## src/rtl/calc_pkg.sv

```systemverilog
// calc_pkg: keypad key codes, key map and scanner FSM states shared with the calculator
`timescale 1ns/1ps
package calc_pkg;
  localparam logic [3:0] KEY_0 = 4'd0, KEY_1 = 4'd1, KEY_2 = 4'd2, KEY_3 = 4'd3;
  localparam logic [3:0] KEY_4 = 4'd4, KEY_5 = 4'd5, KEY_6 = 4'd6, KEY_7 = 4'd7;
  localparam logic [3:0] KEY_8 = 4'd8, KEY_9 = 4'd9, KEY_A = 4'b1010, KEY_B = 4'b1011;
  localparam logic [3:0] KEY_C = 4'b1100, KEY_D = 4'b1101, KEY_E = 4'b1110, KEY_F = 4'b1111;
  typedef enum logic [1:0] {SCAN, DEBOUNCE, HELD, RELEASE} kp_state_t;
  // column index of the single low bit in a one-cold column pattern
  function automatic logic [1:0] col_of(input logic [3:0] pat);
    return !pat[0] ? 2'd0 : !pat[1] ? 2'd1 : !pat[2] ? 2'd2 : 2'd3;
  endfunction
  function automatic logic [3:0] key_code(input logic [1:0] row, input logic [1:0] col);
    case ({row, col})
      4'h0: return KEY_1;
      4'h1: return KEY_2;
      4'h2: return KEY_3;
      4'h3: return KEY_A;
      4'h4: return KEY_4;
      4'h5: return KEY_5;
      4'h6: return KEY_6;
      4'h7: return KEY_B;
      4'h8: return KEY_7;
      4'h9: return KEY_8;
      4'hA: return KEY_9;
      4'hB: return KEY_C;
      4'hC: return KEY_E;
      4'hD: return KEY_0;
      4'hE: return KEY_F;
      default: return KEY_D;
    endcase
  endfunction
endpackage

```

## src/rtl/sync_2ff.sv

```systemverilog
// sync_2ff: two-flop synchroniser, resets to all ones to match idle pulled-up inputs
`timescale 1ns/1ps
module sync_2ff #(
  parameter int W = 1
) (
  input  logic         clock,
  input  logic         reset,
  input  logic [W-1:0] d,
  output logic [W-1:0] q
);
  logic [W-1:0] m;
  always_ff @(posedge clock or posedge reset)
    if (reset) {q, m} <= '1;
    else {q, m} <= {m, d};
endmodule

```

## src/rtl/keypad_scanner.sv

```systemverilog
// keypad_scanner: 4x4 active-low keypad scan, debounce and key-to-command translation
`timescale 1ns/1ps
module keypad_scanner
  import calc_pkg::*;
#(
  parameter int SCAN_DIV     = 1000,
  parameter int DEBOUNCE_CNT = 50000
) (
  input  logic       clock,
  input  logic       reset,
  input  logic [3:0] cols_n,
  output logic [3:0] rows_n,
  output logic [3:0] cmd,
  output logic       cmd_strobe,
  output logic       key_down
);
  localparam int SW = $clog2(SCAN_DIV);
  localparam int DW = $clog2(DEBOUNCE_CNT + 1);
  kp_state_t     state;
  logic [3:0]    cs, pat;
  logic [1:0]    row;
  logic [SW-1:0] sc;
  logic [DW-1:0] dc, dn;
  logic          dwell_end, all_up, one_low, dc_done;
  sync_2ff #(.W(4)) u_sync (.clock(clock), .reset(reset), .d(cols_n), .q(cs));
  assign dn        = dc + 1'b1;
  assign dc_done   = dn == DW'(DEBOUNCE_CNT);
  assign dwell_end = sc == SW'(SCAN_DIV - 1);
  assign all_up    = &cs;
  assign one_low   = $onehot(~cs);
  always_ff @(posedge clock or posedge reset)
    if (reset) begin
      state      <= SCAN;
      rows_n     <= 4'b1110;
      row        <= 2'd0;
      sc         <= '0;
      dc         <= '0;
      pat        <= '1;
      cmd        <= 4'd0;
      cmd_strobe <= 1'b0;
      key_down   <= 1'b0;
    end else begin
      cmd_strobe <= 1'b0;
      case (state)
        SCAN:
          if (dwell_end) begin
            sc <= '0;
            if (one_low) begin
              state <= DEBOUNCE;
              pat   <= cs;
              dc    <= '0;
            end else begin
              row    <= row + 2'd1;
              rows_n <= {rows_n[2:0], rows_n[3]};
            end
          end else sc <= sc + 1'b1;
        DEBOUNCE:
          if (cs != pat) begin
            state  <= SCAN;
            row    <= row + 2'd1;
            rows_n <= {rows_n[2:0], rows_n[3]};
          end else begin
            dc <= dn;
            if (dc_done) begin
              state      <= HELD;
              cmd        <= key_code(row, col_of(pat));
              cmd_strobe <= 1'b1;
              key_down   <= 1'b1;
            end
          end
        HELD:
          if (all_up) begin
            state <= RELEASE;
            dc    <= '0;
          end
        RELEASE:
          if (!all_up) state <= HELD;
          else begin
            dc <= dn;
            if (dc_done) begin
              state    <= SCAN;
              key_down <= 1'b0;
              row      <= row + 2'd1;
              rows_n   <= {rows_n[2:0], rows_n[3]};
            end
          end
      endcase
    end
endmodule
```

## config.mk

```make
export PLATFORM = sky130hd
export DESIGN_NAME = keypad_scanner
export DESIGN_NICKNAME = d
export VERILOG_FILES = /design/src/rtl/calc_pkg.sv /design/src/rtl/sync_2ff.sv /design/src/rtl/keypad_scanner.sv
export SDC_FILE = /design/constraint.sdc
export NUM_CORES = 1
export LEC_CHECK = 0
export CORE_ASPECT_RATIO = 1.25
export CORE_UTILIZATION = 25
export CTS_CLUSTER_DIAMETER = 80
export DETAILED_ROUTE_END_ITERATION = 16
export HOLD_SLACK_MARGIN = 0.03
export PLACE_DENSITY = 0.4
export SYNTH_ARGS = -nofsm -noshare
export SYNTH_HDL_FRONTEND = slang
export SYNTH_SLANG_ARGS = --single-unit
```

## constraint.sdc

```tcl
create_clock -name clock -period 4.1 [get_ports clock]
set_input_delay 1.025 -clock clock [delete_from_list [all_inputs] [get_ports clock]]
set_output_delay 1.025 -clock clock [all_outputs]
set_load 0.01 [all_outputs]
```

==> results.md, run 1 <==
* Number of library cell types mapped by synthesis at 59
* Int Pwr at 0.000775 W
* FFs w/ async S/R, synth at 100%
* ANT cells at 0
* Crit path capture type: flip-flop
* Die area at approximately 12000 µm²
* Slew @ Worst Pin at 677 ps
* Syn Nets at 301
* Leak pwr at 1.46 nW
* Total Wirelength at 6180 µm
* Die H at 123 µm
* Core Region at 11300 µm²
* Final Skew at between 7 and 8 ps
* Total CTS buffers at 5
* Post_cts resized at 0
* Post-Synthesis Cells at 284
* RSZ-0062 raised after global routing: no
* Clk sink count at 52
* Largest net degree at the start of global routing at 26
* Hold Startpoint: u_sync.m[1]
* Clock tree buffer depth at 2
* WP data arrival at 3010 ps
* I/O Pins at 16
* Maximum vdd ir drop at ~0.14 mV
* Post-route ant nets at 0
* Period utilization at 69.2%
* Clk Latency, worst-skew pair at a little under 300 ps
* Maximum clock rate at 352 MHz
* Sw Pwr at 0.000207 W
* R2R Path Start: u_sync.q[1]
* Synth Flop Type: dfrtp_1
* Reg2Reg Depth at 9
* Final core occ at 29.8%
* Max Slew Vio Count at 0
* Pre-Repair DR Iteration Count at 4
* Kind of critical path: flip-flop to flip-flop
* Max-Cap Viols at 0
* H-tree levels at 2
* Routability cong. at 0.727
* HPWL after DPL at 4520 µm
* Hold WC Path Type: flip-flop to flip-flop
* Row count at 43
* Total GRT Usage at between 10% and 20%
* Nets@finish at 314
* CP Max Fanout at 6
* Clk slew on worst S/H paths at 60 ps
* Via count at 2047
* R2r setup slk at 1260 ps
* #FFs+latches synth at 52
* Flop pwr share at a little over half
* Grt ovf at 0
* Register area share after synthesis at around 45%
* Post-CTS Setup Bufs at 0
* Final instance area at 3370 µm²
* Vias in the first global route at 2005
* Hold Vio Cnt, Final at 0
* Reg-to-reg endpoint: rows_n[0]
* CTS tree: yes
* First-pass GRT wire length at 10500 µm
* Pwr dens at 291 nW/µm²
* Port Buffers at 15
* Layout cells sized above 1 at 17.8%
* DRC at 0
* Sw Share at 21.1%
* Placed instance area at 3220 µm²
* Tmin final at 2840 ps
* Startpoint types: flip-flop
* CTS Hold Bufs at 0
* WHS Path Cells at 0
* Synth warn at 0
* Mapped Avg Cell Area at 10.4 µm²
* Initial antenna violation count at 0
* First DRT Iteration DRCs at 66
* Hold Path Sink: u_sync.q[1]
* Tot Pwr at a little under 0.001 W
* Clock power share at 43.9%
* Dpl cells at 425
* Outcome: finished clean
* Comb power frac at 2.7%
* Setup violators final at 0
* EDFF count, synth at 0
* Area grow syn2layout at 14.3%
* Initial Util at 26.1%
* Routed length per instance at approximately 14 µm
* Setup TNS at 0 ps
* CTS Root Cell: clkbuf_16
* Post-Layout Cell Count at 433
* Post-synthesis cell area at 2950 µm²
* Slew margin rel. at 54.8%
* Via-per-instance ratio at around 4.7
* Die width at roughly 99 µm
* WP data required at ~4300 ps
-- power by group through the flow --
stage	logic (W)	registers (W)	clock network [W]
6_report	0.0000269	0.000524	0.000430
5_1_grt	0.0000331	0.000524	0.000469
4_1_cts	0.0000283	0.000524	0.000449
3_5_place_dp	0.0000279	0.000533	0
3_3_place_gp	0.0000278	0.000533	0
2_1_floorplan	0.0000152	0.000532	0
-- layout by cell type, fill, tap and decap left out, drive strengths merged, types with 8 or more instances in the layout --
master | Yosys | routed
nand4 | 10 | 10
mux2 | 12 | 12
ha | 10 | 10
o21ai | 33 | 33
nand2 | 30 | 30
nor2 | 19 | 19
dfrtp | 37 | 37
inv | 13 | 13
dfstp | 15 | 15
nand3 | 10 | 10
xor2 | 11 | 11
clkdlybuf4s50 | 0 | 15
nor3 | 8 | 8
-- cells in the mapped netlist (7+ instances only) --
master | count | area, µm²
ha_1 | 10 | 125
dfstp_2 | 15 | 394
inv_1 | 13 | 48.8
nand2_1 | 30 | 113
dfrtp_1 | 37 | 926
xor2_1 | 11 | 96.3
mux2_2 | 7 | 78.8
o21ai_0 | 32 | 160
nor2_1 | 17 | 63.8
nand4_1 | 8 | 50.1
xnor2_1 | 7 | 61.3
nand3_1 | 7 | 35.0
-- worst max path at each step --
stage / from / end / slack, ps / cells after the start
finish: u_sync.q[1] / rows_n[0] / 1260 / 9
global route: u_sync.q[1] / dc[12] / 960 / 9
CTS: u_sync.q[1] / rows_n[0] / 1220 / 9
detailed placement: u_sync.q[1] / rows_n[0] / 1250 / 9
global placement: u_sync.q[1] / dc[2] / 1250 / 9
floorplan: u_sync.q[1] / rows_n[0] / 1570 / 9
-- cell type report --
type / count / area (µm²)
multi-input cells: 207 / 1510
flip-flops and latches: 52 / 1320
well taps: 135 / 169
repair buffers: 18 / 173
clock buffers: 7 / 143
fillers: 1170 / 7930
clock inverters: 1 / 7.51
inverters: 13 / 48.8
-- stage by stage --
stage	hold slack (ps)	setup slack [ps]
2_1_floorplan	345	1570
3_3_place_gp	348	1250
3_5_place_dp	348	1250
4_1_cts	358	1220
5_1_grt	359	963
6_report	356	1260
-- registers in the layout (all words and copies together), names as in the netlist --
| name | flops |
|---|---|
| cmd | 4 |
| state | 2 |
| pat | 4 |
| u_sync.q | 4 |
| key_down | 1 |
| dc | 16 |
| row | 2 |
| u_sync.m | 4 |
| rows_n | 4 |
| sc | 10 |
| cmd_strobe | 1 |
-- layer usage --
layer  share of wire, %  track usage [%]
met2                 50             19.8
met3                1.7             2.26
met1                 47             13.2
met5                  0                0
met4                1.6             4.69
-- critical path, stage by stage, from the launching register on --
cell and delay, ps:
dfstp_2 580, fa_1 430, inv_1 70, ha_1 140, ha_1 220, nor3b_1 320, nor3_1 70, o21ai_0 380
o21ai_4 170, mux2_1 340
-- cells by family after synthesis --
group                      count (synthesis)  share of synthesized area (%)
xor gates and xnor gates                  18                           5.35
DFF                                       52                           44.8
adders and majority gates                 11                           4.93
and+or+nand+nor                          103                           22.1
AOI/OAI and AO/OA                         60                           12.7
muxes                                     15                           6.03
buffers and inverters                     25                           4.03
Power figures use the tool's default switching activity.
==> inputs of run 2 (changes only) <==
- PLACE_DENSITY: 0.4 -> 0.41
- clock period: 4.1 -> 2.6 ns (I/O delays scaled with it)
==> run 2 against run 1 <==
- wire length barely moved
- combinational power rose by 88%
- critical endpoint unchanged
- global-route usage fell by 0.051 points
- critical path type unchanged
- clock skew fell by 1.5 ps
==> results.md, run 2 (same netlist as run 1, synthesis figures left out) <==
* Outcome: finished clean
* Total CTS buffers at 5
* First-pass GRT wire length at 10600 µm
* Maximum clock rate at 412 MHz
* Initial antenna violation count at 0
* CP Max Fanout at 6
* Area grow syn2layout at 21.8%
* Total GRT Usage at 11.1%
* Row count at 43
* Die area at 12200 µm²
* Routed length per instance at around 14 µm
* Via count at between 2k and 2.5k
* Pre-Repair DR Iteration Count at 4
* Core Region at 11300 µm²
* Most frequent CP cell: ha_1
* Maximum vdd ir drop at 0.327 mV
* I/O Pins at 16
* Hold Vio Cnt, Final at 0
* Tmin final at 2430 ps
* Initial Util at 26.1%
* Top flop regs: dc: 16 flops, sc: 10 flops
* Layout cells sized above 1 at 25.1%
* RSZ-0062 raised after global routing: no
* Max Slew Vio Count at 0
* First DRT Iteration DRCs at between 40 and 50
* Hold Startpoint: u_sync.m[2]
* ANT cells at 0
* Largest Register: dc
* Crit path capture type: flip-flop
* Leak pwr at about 1.6 nW
* Period utilization at 93.4%
* Pwr dens at 455 nW/µm²
* CTS tree: yes
* Slew @ Worst Pin at 444 ps
* Clock tree buffer depth at 2
* Critical path buffers and inverters at 2
* Via-per-instance ratio at 4.67
* Die H at 123 µm
* DRC at 0
* Tot Pwr at around 0.0016 W
* Most frequent cells in the layout: dfrtp_1, o21ai_0, nand2_1
* Dpl cells at 444
* Setup violators final at 0
* Kind of critical path: flip-flop to flip-flop
* Post-route ant nets at 0
* Startpoint types: flip-flop
* CTS Root Cell: clkbuf_16
* Largest register FFs at 16
* Routability cong. at 0.713
* Clk slew on worst S/H paths at 70 ps
* Most common cell after layout, fill and taps aside: dfrtp_1
* Port Buffers at 15
* Slew margin rel. at 70.1%
* Clk sink count at between 50 and 60
* Total Wirelength at 6180 µm
* R2R Path Start: u_sync.q[0]
* CP Cell Sequence: fa_1 -> inv_1 -> ha_1 -> ha_1 -> nor3b_2 -> nor3_1 -> o21ai_1 -> buf_4 -> o21ai_4 -> mux2_4
* Setup TNS at 0 ps
* Nets@finish at 335
* CTS Hold Bufs at 0
* Largest net degree at the start of global routing at 53
* Post-Layout Cell Count at 454
* Die width at 99.1 µm
* Vias in the first global route at 2090
* Max-Cap Viols at 0
* Largest stage delay, worst path at 520 ps
* Top Family by Delay on Critical Path: adder cells
* Final Skew at 5.64 ps
* Worst setup path start: u_sync.q[0]
* H-tree levels at 2
* WP data required at approximately 2800 ps
* CP max stage cell: fa_1
* Grt ovf at 0
* Hold WC Path Type: flip-flop to flip-flop
* Clk Latency, worst-skew pair at 290 ps
* HPWL after DPL at about 4500 µm
* WP data arrival at 2600 ps
* Min Hold Slack at 355 ps
==> run 2: cell types whose count changed in the layout (fill, tap and decap cells not counted), sizes merged <==
cell,before,now
buf,3,24
bufinv,0,1
clkbuf,7,5
clkinv,0,1
==> run 2: layout make-up <==
class                   count  area (µm²)
multi-input cells         207        1530
clock buffers               5         125
flip-flops and latches     52        1320
inverters                  13        48.8
fillers                  1173        7710
clock inverters             3        42.5
repair buffers             39         355
well taps                 135         169
==> run 2: repair_timing <==
item / 4_1_cts / 5_1_grt
resized for setup: 0 / 7
setup buffers: 0 / 2
setup endpoints to repair: 0 / 19
==> run 2: stage by stage <==
stage,utilization [%],area [µm²],worst slack [ps]
global placement,30.0,3390,79.4
detailed placement,30.0,3390,58.8
CTS,31.5,3550,35.1
global route,31.8,3590,7.85
finish,31.8,3590,171
floorplan,-,2950,71.9
==> run 2: metal layers <==
metal  vias to the layer above  global-route usage [%]  routed length (µm)
met5                         -                       0                   0
met4                         0                    4.87                 139
met3                         9                    2.15                 105
met2                        20                    19.0                2930
met1                      1022                    13.8                3010
li1                       1069                       -                   -
==> run 2: final timing paths <==
check / endpoint / slack [ps] / cells past startpoint
worst max-delay path: rows_n[0] / 170 / 10
worst min-delay path: u_sync.q[2] / 360 / 0
worst max register to register: rows_n[0] / 170 / 10
worst min register to register: u_sync.q[2] / 360 / 0
max in group asynchronous: pat[1] / 1600 / 3
min in group asynchronous: dc[2] / 720 / 3
==> run 2: report_power, final <==
group / switching [W] / leakage, nW / total, W / internal, W
clock network: 0.000306 / 0.0798 / 0.000759 / 0.000453
logic: 0.0000282 / 0.854 / 0.0000506 / 0.0000225
registers: 0.00000370 / 0.656 / 0.000824 / 0.000820
total: 0.000338 / 1.59 / 0.00163 / 0.00130
==> run 2: worst reg2reg max path, stage by stage, from the launching register on <==
cell and delay, ps:
dfstp_2 380, fa_1 520, inv_1 40, ha_1 170, ha_1 280, nor3b_2 190
nor3_1 60, o21ai_1 140, buf_4 140, o21ai_4 80, mux2_4 310
==> inputs of run 3 (changes only) <==
- CORE_UTILIZATION: 25 -> 40
- PLACE_DENSITY: 0.41 -> 0.57
- clock period: 2.6 -> 2.84 ns (I/O delays scaled with it)
==> run 3 against run 2 <==
- wire length is 12% lower
- largest cell class unchanged
- combinational power fell by 26%
- worst hold slack better by 5.4 ps
- power down 25%
- cell count shrank 13%
- non-clock buffer count decreased by 15
- largest power group unchanged
- final area shrank 8.2%
- critical path depth shrank 2
- die area fell by 37%
==> results.md, run 3 (same netlist as run 1, synthesis figures left out) <==
* Die area at 7720 µm²
* Clock power share at 35.3%
* Clk slew on worst S/H paths at ~100 ps
* DRC at 0
* Tmin final at 2590 ps
* Largest stage delay, worst path at 410 ps
* Int Pwr at approximately 0.00094 W
* Hold Path Sink: u_sync.q[2]
* HPWL after DPL at 4010 µm
* Die width at 78.8 µm
* Hold Vio Cnt, Final at 0
* Reg2Reg Depth at 8
* First-pass GRT wire length at 9590 µm
* Clk sink count at 52
* Largest Register: dc
* WP data required at 3050 ps
* Most frequent cells in the layout: dfrtp_1, o21ai_0, nand2_1
* H-tree levels at 2
* Sw Pwr at between 0.0002 and 0.0003 W
* Initial antenna violation count at 0
* CTS tree: yes
* Largest net degree at the start of global routing at 23
* Routed length per instance at ~14 µm
* Max-Cap Viols at 0
* Vias in the first global route at 2011
* Total CTS buffers at 5
* Slew @ Worst Pin at 626 ps
* Routability cong. at about 0.84
* Core Region at 7060 µm²
* Period utilization at between 90% and 100%
* Reg-to-reg endpoint: rows_n[0]
* Top flop regs: dc: 16 flops, sc: 10 flops
* Slew margin rel. at 58.2%
* CTS Hold Bufs at 0
* Maximum vdd ir drop at 0.228 mV
* Flop pwr share at around three fifths
* Most common cell after layout, fill and taps aside: dfrtp_1
* Hold WC Path Type: flip-flop to flip-flop
* Die H at roughly 98 µm
* Max Slew Vio Count at 0
* Kind of critical path: flip-flop to flip-flop
* Crit path capture type: flip-flop
* Via count at 2082
* WHS Path Cells at 0
* Hold Startpoint: u_sync.m[2]
* Grt ovf at 0
* Nets@finish at 320
* Clk Latency, worst-skew pair at 310 ps
* Largest register FFs at 16
* CTS Root Cell: clkbuf_8
* RSZ-0062 raised after global routing: no
* Setup TNS at 0 ps
* Maximum clock rate at 386 MHz
* First DRT Iteration DRCs at 95
* Critical path buffers and inverters at 0
* Comb power frac at 3.1%
* CP max stage cell: nor4_4
* Port Buffers at 15
* Pre-Repair DR Iteration Count at 4
* Total GRT Usage at 15.8%
* CP Max Fanout at 9
* Total Wirelength at about 5400 µm
* Via-per-instance ratio at 5.28
* Layout cells sized above 1 at 19.7%
* Clock tree buffer depth at 2
* ANT cells at 0
* Row count at 34
* Post-route ant nets at 0
* WP data arrival at 2800 ps
* Startpoint types: flip-flop
* Final instance area at 3300 µm²
* Setup violators final at 0
* Leak pwr at between 1 and 1.5 nW
* Outcome: finished clean
* R2R Path Start: dc[0]
* Sw Share at 23.1%
* Post-CTS Setup Bufs at 0
* R2r setup slk at approximately 250 ps
* Number of fill cells at 685
* Pwr dens at 372 nW/µm²
* Placed instance area at 3210 µm²
* Final Skew at 11.0 ps
* Initial Util at between 40% and 50%
* CP Cell Sequence: ha_1 -> nand3_4 -> nor4_4 -> xor2_1 -> nor3_4 -> nand4_4 -> o21ai_4 -> mux2_1
* I/O Pins at 16
* Top Family by Delay on Critical Path: simple AND/OR/NAND/NOR gates
* Area grow syn2layout at 11.8%
==> run 3: area by class of cell <==
cell class	count	area, µm²	share of cell area, %
multi-input cells	207	1510	45.7
flip-flops and latches	52	1320	40.1
repair buffers	24	218	6.61
well taps	90	113	3.42
clock buffers	5	68.8	2.09
inverters	13	48.8	1.48
clock inverters	3	20.0	0.607
==> run 3: layer usage <==
| layer | global-route usage, % | wire length (µm) |
|---|---|---|
| met1 | 20.8 | 2630 |
| met2 | 26.1 | 2630 |
| met3 | 2.80 | 113 |
| met4 | 4.84 | 65 |
| met5 | 0 | 0 |
==> run 3: power by group through the flow <==
stage / Sequential (W) / Combinational (W) / Clock [W]
global route: 0.000757 / 0.0000455 / 0.000476
global placement: 0.000769 / 0.0000387 / 0
CTS: 0.000756 / 0.0000395 / 0.000454
floorplan: 0.000769 / 0.0000220 / 0
detailed placement: 0.000769 / 0.0000396 / 0
finish: 0.000756 / 0.0000374 / 0.000433
==> run 3: worst reg2reg max path, cell delays in order (launching register included) <==
cell and delay (ps):
dfrtp_1 360, ha_1 290, nand3_4 180, nor4_4 420
xor2_1 160, nor3_4 290, nand4_4 180, o21ai_4 290
mux2_1 340
==> run 3: worst max-delay path by stage <==
stage | to | cells after the start | start | slack (ps)
CTS | rows_n[0] | 9 | u_sync.q[1] | 140
detailed placement | rows_n[0] | 9 | u_sync.q[1] | 150
global placement | rows_n[0] | 9 | u_sync.q[1] | 210
finish | rows_n[0] | 8 | dc[0] | 250
floorplan | rows_n[0] | 9 | u_sync.q[1] | 310
global route | cmd[0] | 8 | dc[0] | 60
==> run 3: repair_timing <==
| item | in CTS | in global routing |
|---|---|---|
| resized for setup | 0 | 1 |
| hold endpoints to repair | 0 | 0 |
| setup endpoints to repair | 0 | 4 |
==> run 3: metrics by stage <==
| stage | setup slack [ps] | std cells | hold WS [ps] | total power, W | util (%) |
|---|---|---|---|---|---|
| after floorplan | 312 | 284 | 345 | 0.000791 | - |
| after global placement | 207 | 386 | 346 | 0.000808 | 45.4 |
| after detailed placement | 148 | 386 | 347 | 0.000809 | 45.4 |
| after CTS | 136 | 394 | 363 | 0.00125 | 46.7 |
| after global routing | 60.9 | 394 | 368 | 0.00128 | 46.7 |
| final | 246 | 394 | 360 | 0.00123 | 46.7 |
